## src/rtl/mem_access_pkg.sv

```systemverilog
`default_nettype none
//----------------------------------------------------------------------------
// Module   : mem_access_pkg
// Brief    : LSU opcodes, access FSM states and lane-offset width helper.
// Revision : 1.0 - initial release
//----------------------------------------------------------------------------
package mem_access_pkg;

    typedef enum logic [3:0] {
        LSU_LB  = 4'b0000,
        LSU_LH  = 4'b0001,
        LSU_LW  = 4'b0010,
        LSU_LBU = 4'b1000,
        LSU_LHU = 4'b1001,
        LSU_SB  = 4'b0100,
        LSU_SH  = 4'b0101,
        LSU_SW  = 4'b0110
    } lsu_op_e;

    typedef enum logic [1:0] {
        ST_IDLE = 2'd0,
        ST_REQ  = 2'd1,
        ST_WAIT = 2'd2,
        ST_DONE = 2'd3
    } state_e;

    // Number of address bits that select a byte lane within one bus beat.
    function automatic int OFF_W(input int bus_w);
        return (bus_w == 64) ? 3 : 2;
    endfunction

endpackage
`default_nettype wire

```

## src/rtl/lsu_align.sv

```systemverilog
`default_nettype none
//----------------------------------------------------------------------------
// Module   : lsu_align
// Brief    : Combinational opcode decode, store lane steering and load
//            extraction/extension for the memory access unit.
// Revision : 1.0 - initial release
//----------------------------------------------------------------------------
module lsu_align
    import mem_access_pkg::*;
#(
    parameter  int BUS_W = 32,
    localparam int SW    = BUS_W / 8,
    localparam int OW    = OFF_W(BUS_W)
) (
    input  logic [3:0]       st_op,
    input  logic [OW-1:0]    st_off,
    input  logic [31:0]      st_wdata,
    output logic             is_mem,
    output logic             is_load,
    output logic             misalign,
    output logic [SW-1:0]    wstrb,
    output logic [BUS_W-1:0] wdata,
    input  logic [3:0]       ld_op,
    input  logic [OW-1:0]    ld_off,
    input  logic [BUS_W-1:0] rdata,
    output logic [31:0]      ld_data
);

    logic [SW-1:0] w_base;
    logic [31:0]   w_word;

    always_comb begin
        is_mem   = 1'b1;
        is_load  = 1'b0;
        misalign = 1'b0;
        w_base   = '0;
        case (st_op)
            LSU_LB, LSU_LBU: is_load = 1'b1;
            LSU_LH, LSU_LHU: begin
                is_load  = 1'b1;
                misalign = st_off[0];
            end
            LSU_LW: begin
                is_load  = 1'b1;
                misalign = |st_off[1:0];
            end
            LSU_SB: w_base = SW'(4'h1);
            LSU_SH: begin
                w_base   = SW'(4'h3);
                misalign = st_off[0];
            end
            LSU_SW: begin
                w_base   = SW'(4'hF);
                misalign = |st_off[1:0];
            end
            default: is_mem = 1'b0;
        endcase
        wstrb = w_base << st_off;
        // Replicating the word lets every strobe width pick its bytes off the same shifted bus.
        wdata = {(BUS_W/32){st_wdata}} << {st_off, 3'b000};
    end

    always_comb begin
        w_word = 32'(rdata >> {ld_off, 3'b000});
        case (ld_op)
            LSU_LB:  ld_data = {{24{w_word[7]}}, w_word[7:0]};
            LSU_LBU: ld_data = {24'b0, w_word[7:0]};
            LSU_LH:  ld_data = {{16{w_word[15]}}, w_word[15:0]};
            LSU_LHU: ld_data = {16'b0, w_word[15:0]};
            default: ld_data = w_word;
        endcase
    end

endmodule
`default_nettype wire

```

## src/rtl/mem_access_unit.sv

```systemverilog
`default_nettype none
//----------------------------------------------------------------------------
// Module   : mem_access_unit
// Brief    : Pipeline memory stage: EX handshake in, single-beat bus access,
//            WB handshake out. MEM_ACCESS_MISALIGN_EXC_EN turns misaligned
//            accesses into flagged exceptions.
// Revision : 1.0 - initial release
//----------------------------------------------------------------------------
module mem_access_unit
    import mem_access_pkg::*;
#(
    parameter int ADDR_W = 32,
    parameter int BUS_W  = 32,
    parameter int DATA_W = 32
) (
    input  logic                 clk,
    input  logic                 rst_n,
    input  logic                 in_valid,
    output logic                 in_ready,
    input  logic [31:0]          in_pc,
    input  logic [31:0]          in_inst,
    input  logic [3:0]           in_lsu_op,
    input  logic [ADDR_W-1:0]    in_addr,
    input  logic [DATA_W-1:0]    in_wdata,
    input  logic                 in_rw_en,
    input  logic [4:0]           in_rw_addr,
    output logic                 out_valid,
    input  logic                 out_ready,
    output logic [31:0]          out_pc,
    output logic [31:0]          out_inst,
    output logic                 out_rw_en,
    output logic [4:0]           out_rw_addr,
    output logic [DATA_W-1:0]    out_rw_data,
    output logic                 out_excp,
    output logic                 bus_req,
    output logic                 bus_we,
    output logic [ADDR_W-1:0]    bus_addr,
    output logic [BUS_W/8-1:0]   bus_wstrb,
    output logic [BUS_W-1:0]     bus_wdata,
    input  logic                 bus_gnt,
    input  logic                 bus_rvalid,
    input  logic [BUS_W-1:0]     bus_rdata
);

    localparam int SW = BUS_W / 8;
    localparam int OW = OFF_W(BUS_W);
`ifdef MEM_ACCESS_MISALIGN_EXC_EN
    localparam bit MISALIGN_EXC = 1'b1;
`else
    localparam bit MISALIGN_EXC = 1'b0;
`endif

    state_e          r_state;
    logic [3:0]      r_op;
    logic [OW-1:0]   r_off;

    logic            w_is_mem;
    logic            w_is_load;
    logic            w_misalign;
    logic [SW-1:0]   w_wstrb;
    logic [BUS_W-1:0] w_wdata;
    logic [31:0]     w_ld_data;

    lsu_align #(.BUS_W(BUS_W)) u_align (
        .st_op    (in_lsu_op),
        .st_off   (in_addr[OW-1:0]),
        .st_wdata (in_wdata),
        .is_mem   (w_is_mem),
        .is_load  (w_is_load),
        .misalign (w_misalign),
        .wstrb    (w_wstrb),
        .wdata    (w_wdata),
        .ld_op    (r_op),
        .ld_off   (r_off),
        .rdata    (bus_rdata),
        .ld_data  (w_ld_data)
    );

    assign in_ready = (r_state == ST_IDLE);

    always_ff @(posedge clk or negedge rst_n) begin
        if (!rst_n) begin
            r_state     <= ST_IDLE;
            r_op        <= '0;
            r_off       <= '0;
            out_valid   <= 1'b0;
            out_pc      <= '0;
            out_inst    <= '0;
            out_rw_en   <= 1'b0;
            out_rw_addr <= '0;
            out_rw_data <= '0;
            out_excp    <= 1'b0;
            bus_req     <= 1'b0;
            bus_we      <= 1'b0;
            bus_addr    <= '0;
            bus_wstrb   <= '0;
            bus_wdata   <= '0;
        end else begin
            case (r_state)
                ST_IDLE: if (in_valid) begin
                    r_op        <= in_lsu_op;
                    r_off       <= in_addr[OW-1:0];
                    out_pc      <= in_pc;
                    out_inst    <= in_inst;
                    out_rw_en   <= in_rw_en;
                    out_rw_addr <= in_rw_addr;
                    out_rw_data <= '0;
                    out_excp    <= 1'b0;
                    if (!w_is_mem) begin
                        out_rw_data <= DATA_W'(in_addr);
                        out_valid   <= 1'b1;
                        r_state     <= ST_DONE;
                    end else if (w_misalign) begin
                        // Misaligned access never reaches the bus; loads return zero.
                        out_valid <= 1'b1;
                        r_state   <= ST_DONE;
                        if (MISALIGN_EXC) begin
                            out_excp  <= 1'b1;
                            out_rw_en <= 1'b0;
                        end
                    end else begin
                        bus_req   <= 1'b1;
                        bus_we    <= !w_is_load;
                        bus_addr  <= {in_addr[ADDR_W-1:OW], {OW{1'b0}}};
                        bus_wstrb <= w_is_load ? '0 : w_wstrb;
                        bus_wdata <= w_is_load ? '0 : w_wdata;
                        r_state   <= ST_REQ;
                    end
                end
                ST_REQ: if (bus_gnt) begin
                    bus_req   <= 1'b0;
                    bus_we    <= 1'b0;
                    bus_wstrb <= '0;
                    if (bus_we) begin
                        out_valid <= 1'b1;
                        r_state   <= ST_DONE;
                    end else begin
                        r_state   <= ST_WAIT;
                    end
                end
                ST_WAIT: if (bus_rvalid) begin
                    out_rw_data <= w_ld_data;
                    out_valid   <= 1'b1;
                    r_state     <= ST_DONE;
                end
                ST_DONE: if (out_ready) begin
                    out_valid <= 1'b0;
                    r_state   <= ST_IDLE;
                end
                default: r_state <= ST_IDLE;
            endcase
        end
    end

endmodule
`default_nettype wire

```

## config.mk

```make
export PLATFORM = sky130hd
export DESIGN_NAME = mem_access_unit
export DESIGN_NICKNAME = d
export VERILOG_FILES = /design/src/rtl/mem_access_pkg.sv /design/src/rtl/lsu_align.sv /design/src/rtl/mem_access_unit.sv
export SDC_FILE = /design/constraint.sdc
export NUM_CORES = 1
export LEC_CHECK = 0
export BUFFER_PORTS_ARGS = -buffer_cell sky130_fd_sc_hd__buf_2
export CAP_MARGIN = 25
export CORE_ASPECT_RATIO = 0.5
export CORE_MARGIN = 5
export CORE_UTILIZATION = 45
export DETAILED_ROUTE_END_ITERATION = 16
export PLACE_DENSITY_LB_ADDON = 0.1
export SYNTH_ARGS = -nofsm -noshare
export SYNTH_HDL_FRONTEND = slang
export SYNTH_SLANG_ARGS = --single-unit
export TNS_END_PERCENT = 30
```

## constraint.sdc

```tcl
create_clock -name clk -period 2.1 [get_ports clk]
set_input_delay 0.42 -clock clk [delete_from_list [all_inputs] [get_ports clk]]
set_output_delay 0.42 -clock clk [all_outputs]
set_load 0.1 [all_outputs]
```

==> results of run 1 <==
## per-layer routing
layer	share of wire [%]	global-route usage, %
met5	0.18	0
met4	1.3	5.24
met3	7.7	7.56
met2	49	38.5
met1	42	29.8
## Yosys cell counts, types with 6 or more instances
master,n,share of area (%)
a2111oi_2,8,1.4
a211oi_1,12,1.1
a21o_1,10,0.89
a21oi_1,20,1.2
a22o_1,8,0.83
a22oi_1,7,0.62
a31oi_1,21,1.6
and3_1,17,1.3
buf_1,8,0.36
buf_2,21,1.2
buf_4,10,0.89
clkbuf_1,15,0.67
dfrtp_1,179,53
inv_1,8,0.36
mux2_2,122,16
mux2i_1,29,3.4
nand2_1,46,2.0
nand3b_1,8,0.71
nor2_1,25,1.1
nor2b_1,17,1.3
nor3_1,7,0.41
o211ai_1,6,0.53
o21ai_0,8,0.47
o22ai_1,15,1.1
o2bb2ai_1,7,0.73
o31ai_1,15,1.3
## sequential cells by signal, summed over array words and instances (netlist names), 2 cells and up
register,flops
out_pc,32
out_inst,32
r_state,2
bus_wdata,32
bus_addr,30
out_rw_addr,5
bus_wstrb,4
out_rw_data,32
r_op,4
r_off,2
## cell usage in the layout (no fill, tap or decap), drive strengths merged, types with 4 or more instances in the layout
cell type	instances
a2111oi	9
o22ai	15
and3	17
o211ai	6
mux2i	29
buf	375
a22oi	7
a31oi	22
mux2	122
a211oi	12
ha	4
inv	17
nor2b	17
dfrtp	179
nand2	46
a22o	8
nor3	7
nand3b	8
a21oi	21
a21o	10
o21ai	9
nor2	25
clkbuf	19
o31ai	16
o2bb2ai	7
## worst paths after layout
| path | startpoint | endpoint | depth (start not counted) |
|---|---|---|---|
| max in group asynchronous | rst_n | out_pc[26] | 3 |
| max | r_state[0] | in_ready | 3 |
| min | in_pc[6] | out_pc[6] | 2 |
| min reg2reg | bus_wdata[29] | bus_wdata[29] | 1 |
| min in group asynchronous | rst_n | out_inst[16] | 2 |
| max reg2reg | r_state[0] | bus_addr[30] | 6 |
## layout make-up
type                       count  share of cell area, %
sequential                   179                   40.0
multi-input combinational    446                   32.6
tap                          259                   2.90
clock inverter                14                   1.67
antenna                        1                 0.0224
inverter                       8                  0.268
timing repair buffer         377                   18.6
clock buffer                  18                   3.93
## logic make-up after synthesis
group                    after synthesis  synth area share, %
flip-flops                           179                 53.0
AO/OA/AOI/OAI                        156                 14.3
multiplexers                         152                 20.0
AND/OR/NAND/NOR                      130                 7.91
buffers and inverters                 66                 4.04
adder cells (fa/ha/maj)                4                0.593
other                                  1               0.0444
XOR/XNOR                               1                0.104
## worst max-delay path: cells and delay by family (launching register included)
kind | cells | cell delay [ns]
buffers and inverters | 2 | 0.47
flip-flops | 1 | 0.40
adder cells (fa/ha/maj) | 1 | 0.23
## per-stage QoR
stage / util [%] / cell area [µm²]
floorplan: - / 8460
global placement: 57.2 / 10500
detailed placement: 57.2 / 10500
CTS: 60.7 / 11200
global route: 60.7 / 11200
finish: 60.7 / 11200
## timing repair
item,CTS,global route
resized for setup,1,0
endpoints found under the setup margin,1,0
endpoints found under the hold margin,40,0
hold buffers,1,0
==> flow_summary.ini, run 1 <==
[clock_network]
post-cts-setup-buffers = 0
numCtsBuffers = 17
clock_sinks = 179
htree_levels = 4
clk_latency_ns = 0.43
clkTransAtPathRegs_ns = 0.07
root_buffer = clkbuf_16
tritoncts = built
clockBufferDepth = 2

[sta]
hold_slack_ns = 0.219
fin_crit_ns = 1.94
fmax_mhz = 515
finClkSkew_ns = 0.0108
finalSetupTns_ns = 0
rsz0062_at_grt = false
relSlewSlack_pct = 51.0
maxSlewViolCount = 0
finalHoldViolations = 0
setup_violations = 0
tightest_slew_ns = 0.736
fin_crit_sh_pct = 92.5
setup_slack_ns = 0.158

[yosys]
synth-seq-cells = 179
synth_cells = 689
async_flop_share_pct = 100
syn_avg_cell_area_um2 = 12.3
synth-edff-count = 0
syn_area_um2 = 8440
ys_warn_count = 0
ys.flop_type = dfrtp_1
synth_cell_types = 54
seq_area_frac_synth_pct = 53.0

[worst_setup_path]
path_cells = inv_1 > ha_4 > buf_4
crit_fanout = 9
critical_path.endpoint_type = output pin
slowest_stage = dfrtp_1
critPathArrivalTime_ns = 1.52
worstPathRequired_ns = 1.68
setup.worst_path.class = register to output pin
startpoint_type = register
slowest_delay_ns = 0.40
r2r_slack_ns = 0.18

[floorplanning]
dieArea_um2 = 21800
rows = 35
die_h_um = 107
core-area_um2 = 18400
num_io_pins = 351
die_x_um = 204
start_util_pct = 45.8

[routing]
dr.pass1.iters = 5
drtIter0Drc = 324
vias_per_cell = 5.32
wl_per_cell_um = 19.6
wirelength_mm = 25.6
vias = 6922
drcViolationCount = 0
ant_nets = 0

[final_layout]
drive_above_1_share_pct = 52.8
fin_cells = 1302
multi_input_area_um2 = 3650
regArea_um2 = 4480
nets = 1209
areaGrowthSynthToFinish_pct = 32.5
fillers = 1592

[grt]
grt_pass1_vias = 7051
grt_pass1_wl_mm = 39.8
overflow = 0
grt_util_all_layers_pct = 23.2
antenna_found_initial = 4
grt_max_degree = 77

[worst_hold_path]
hold_path.class = primary input to register

[place]
io_buffers = 347
dp.cells = 1268
gp_congestion = 0.836
dp_hpwl_mm = 19.7
pre_cts_slack_ns = 0.0446

[run_status]
status = completed

[flow_run]
maxCapViolCount = 0
Power of run 1 is not shown: default switching activity piles up to over one toggle a cycle in this logic, so the estimate is an artifact.
==> run 2: changes to the inputs <==
BUFFER_PORTS_ARGS = default   (was -buffer_cell sky130_fd_sc_hd__buf_2)
CELL_PAD_IN_SITES_DETAIL_PLACEMENT = 1   (was default)
CELL_PAD_IN_SITES_GLOBAL_PLACEMENT = 1   (was default)
CORE_MARGIN = default   (was 5)
DONT_BUFFER_PORTS = 1   (was default)
==> run 2 against run 1 <==
The run now ends with hold timing left. Sequential share of layout area is 5.6 points higher. Design area is 12% lower. Die area is 11% lower. Flip-flop and latch count stayed put. Setup slack worse by 0.041 ns. Critical path depth is 3 higher.
==> flow_summary.ini, run 2 (same netlist as run 1, synthesis figures left out) <==
[clock_network]
clockBufferDepth = 2
tritoncts = built
clk_latency_ns = 0.42
clock_sinks = 179
post-cts-setup-buffers = 0
clkTransAtPathRegs_ns = 0.07
root_buffer = clkbuf_16
htree_levels = 4
numCtsBuffers = 17

[worst_setup_path]
r2r_slack_ns = 0.12
reg2reg_depth = 6
path_cells = inv_2 > ha_4 > nand2_4 > o21bai_4 > buf_4 > mux2_2
startpoint_type = register
slowest_stage = dfrtp_1
r2r_end = bus_addr[23]
setup.worst_path.class = register to register
r2r_start = r_state[0]
crit_fanout = 21
slowest_delay_ns = 0.41
critical_path.endpoint_type = register
worstPathRequired_ns = 2.40
critPathArrivalTime_ns = 2.28

[routing]
vias = 5850
drcViolationCount = 0
drtIter0Drc = 239
vias_per_cell = 5.90
wl_per_cell_um = 25.3
wirelength_mm = 25.0
dr.pass1.iters = 4
ant_nets = 0

[sta]
relSlewSlack_pct = 36.6
maxSlewViolCount = 0
fmax_mhz = 504
finalSetupTns_ns = 0
rsz0062_at_grt = false
setup_violations = 0
finClkSkew_ns = 0.0103
setup_slack_ns = 0.118
finalHoldViolations = 179
tightest_slew_ns = 0.951
fin_crit_sh_pct = 94.4
hold_slack_ns = -0.315
fin_crit_ns = 1.98

[grt]
grt_pass1_vias = 6111
antenna_found_initial = 7
grt_util_all_layers_pct = 26.4
grt_pass1_wl_mm = 38.4
grt_max_degree = 180
overflow = 0

[run_status]
status = finished with violations
failed_checks = hold timing

[floorplanning]
die_x_um = 196
dieArea_um2 = 19400
rows = 34
num_io_pins = 351
start_util_pct = 47.3
core-area_um2 = 17900
die_h_um = 98.9

[place]
io_buffers = 0
dp_hpwl_mm = 18.6
pre_cts_slack_ns = 0.0301
place_area_um2 = 9150
gp_congestion = 0.830

[final_layout]
finalInstanceArea_um2 = 9810
areaGrowthSynthToFinish_pct = 16.2
fillers = 1838
layout_common_cells = 179 x dfrtp_1, 122 x mux2_2, 86 x buf_4
drive_above_1_share_pct = 35.1
final_common_cell = dfrtp_1
regArea_um2 = 4480
multi_input_area_um2 = 3660
nets = 922

[worst_hold_path]
hold_path.class = primary input to async pin

[flow_run]
maxCapViolCount = 0
-- run 2: changes by cell type in the layout (fill, tap and decap cells not counted), moves of 2 or more --
cell,delta
buf_12,-6
buf_2,-345
buf_4,+64
buf_6,+2
clkinv_4,+3
inv_6,-7
inv_8,+4
-- run 2: area by class of cell --
type	count	share of cell area (%)
diodes	2	0.0510
clock buffers	19	4.51
clock inverters	13	1.95
inverters	8	0.306
multi-input cells	446	37.3
flip-flops and latches	179	45.6
well taps	234	2.98
repair buffers	90	7.22
-- run 2: how the worst max path moves through the flow --
stage | slack, ns | end | cells past startpoint | start
2_1_floorplan | 0.06 | bus_wstrb[0] | 6 | r_state[0]
3_3_place_gp | 0.10 | bus_addr[17] | 4 | in_lsu_op[0]
3_5_place_dp | 0.03 | bus_addr[15] | 6 | r_state[0]
4_1_cts | 0.008 | bus_addr[15] | 6 | r_state[0]
5_1_grt | 0.02 | bus_addr[23] | 6 | r_state[1]
6_report | 0.12 | bus_addr[23] | 6 | r_state[0]
-- run 2: repair_timing --
item,in CTS,in global routing
endpoints found under the setup margin,0,41
hold endpoints to repair,179,179
gates resized for setup,0,5
-- run 2: per-stage QoR --
stage	hold slack [ns]	std cells	util [%]
2_1_floorplan	0.124	691	-
3_3_place_gp	0.127	957	51.2
3_5_place_dp	0.127	957	51.2
4_1_cts	-0.336	989	54.8
5_1_grt	-0.340	990	54.9
6_report	-0.315	991	54.9
-- run 2: layer usage --
metal	wire, µm	GRT usage (%)	share of wire [%]	vias to the layer above
met5	57	0	0.23	-
li1	-	-	-	2631
met1	9860	31.6	39	2986
met2	12600	45.1	50	197
met4	208	4.99	0.83	8
met3	2340	11.0	9.3	28
-- run 2: critical path: cells and delay by family, from the launching register on --
family	cells	cell delay, ns
buf+inv	2	0.47
mux	1	0.38
fa+ha+maj	1	0.20
simple gates	1	0.08
flops	1	0.41
compound gates	1	0.31
Power of run 2 is left out for the same reason.
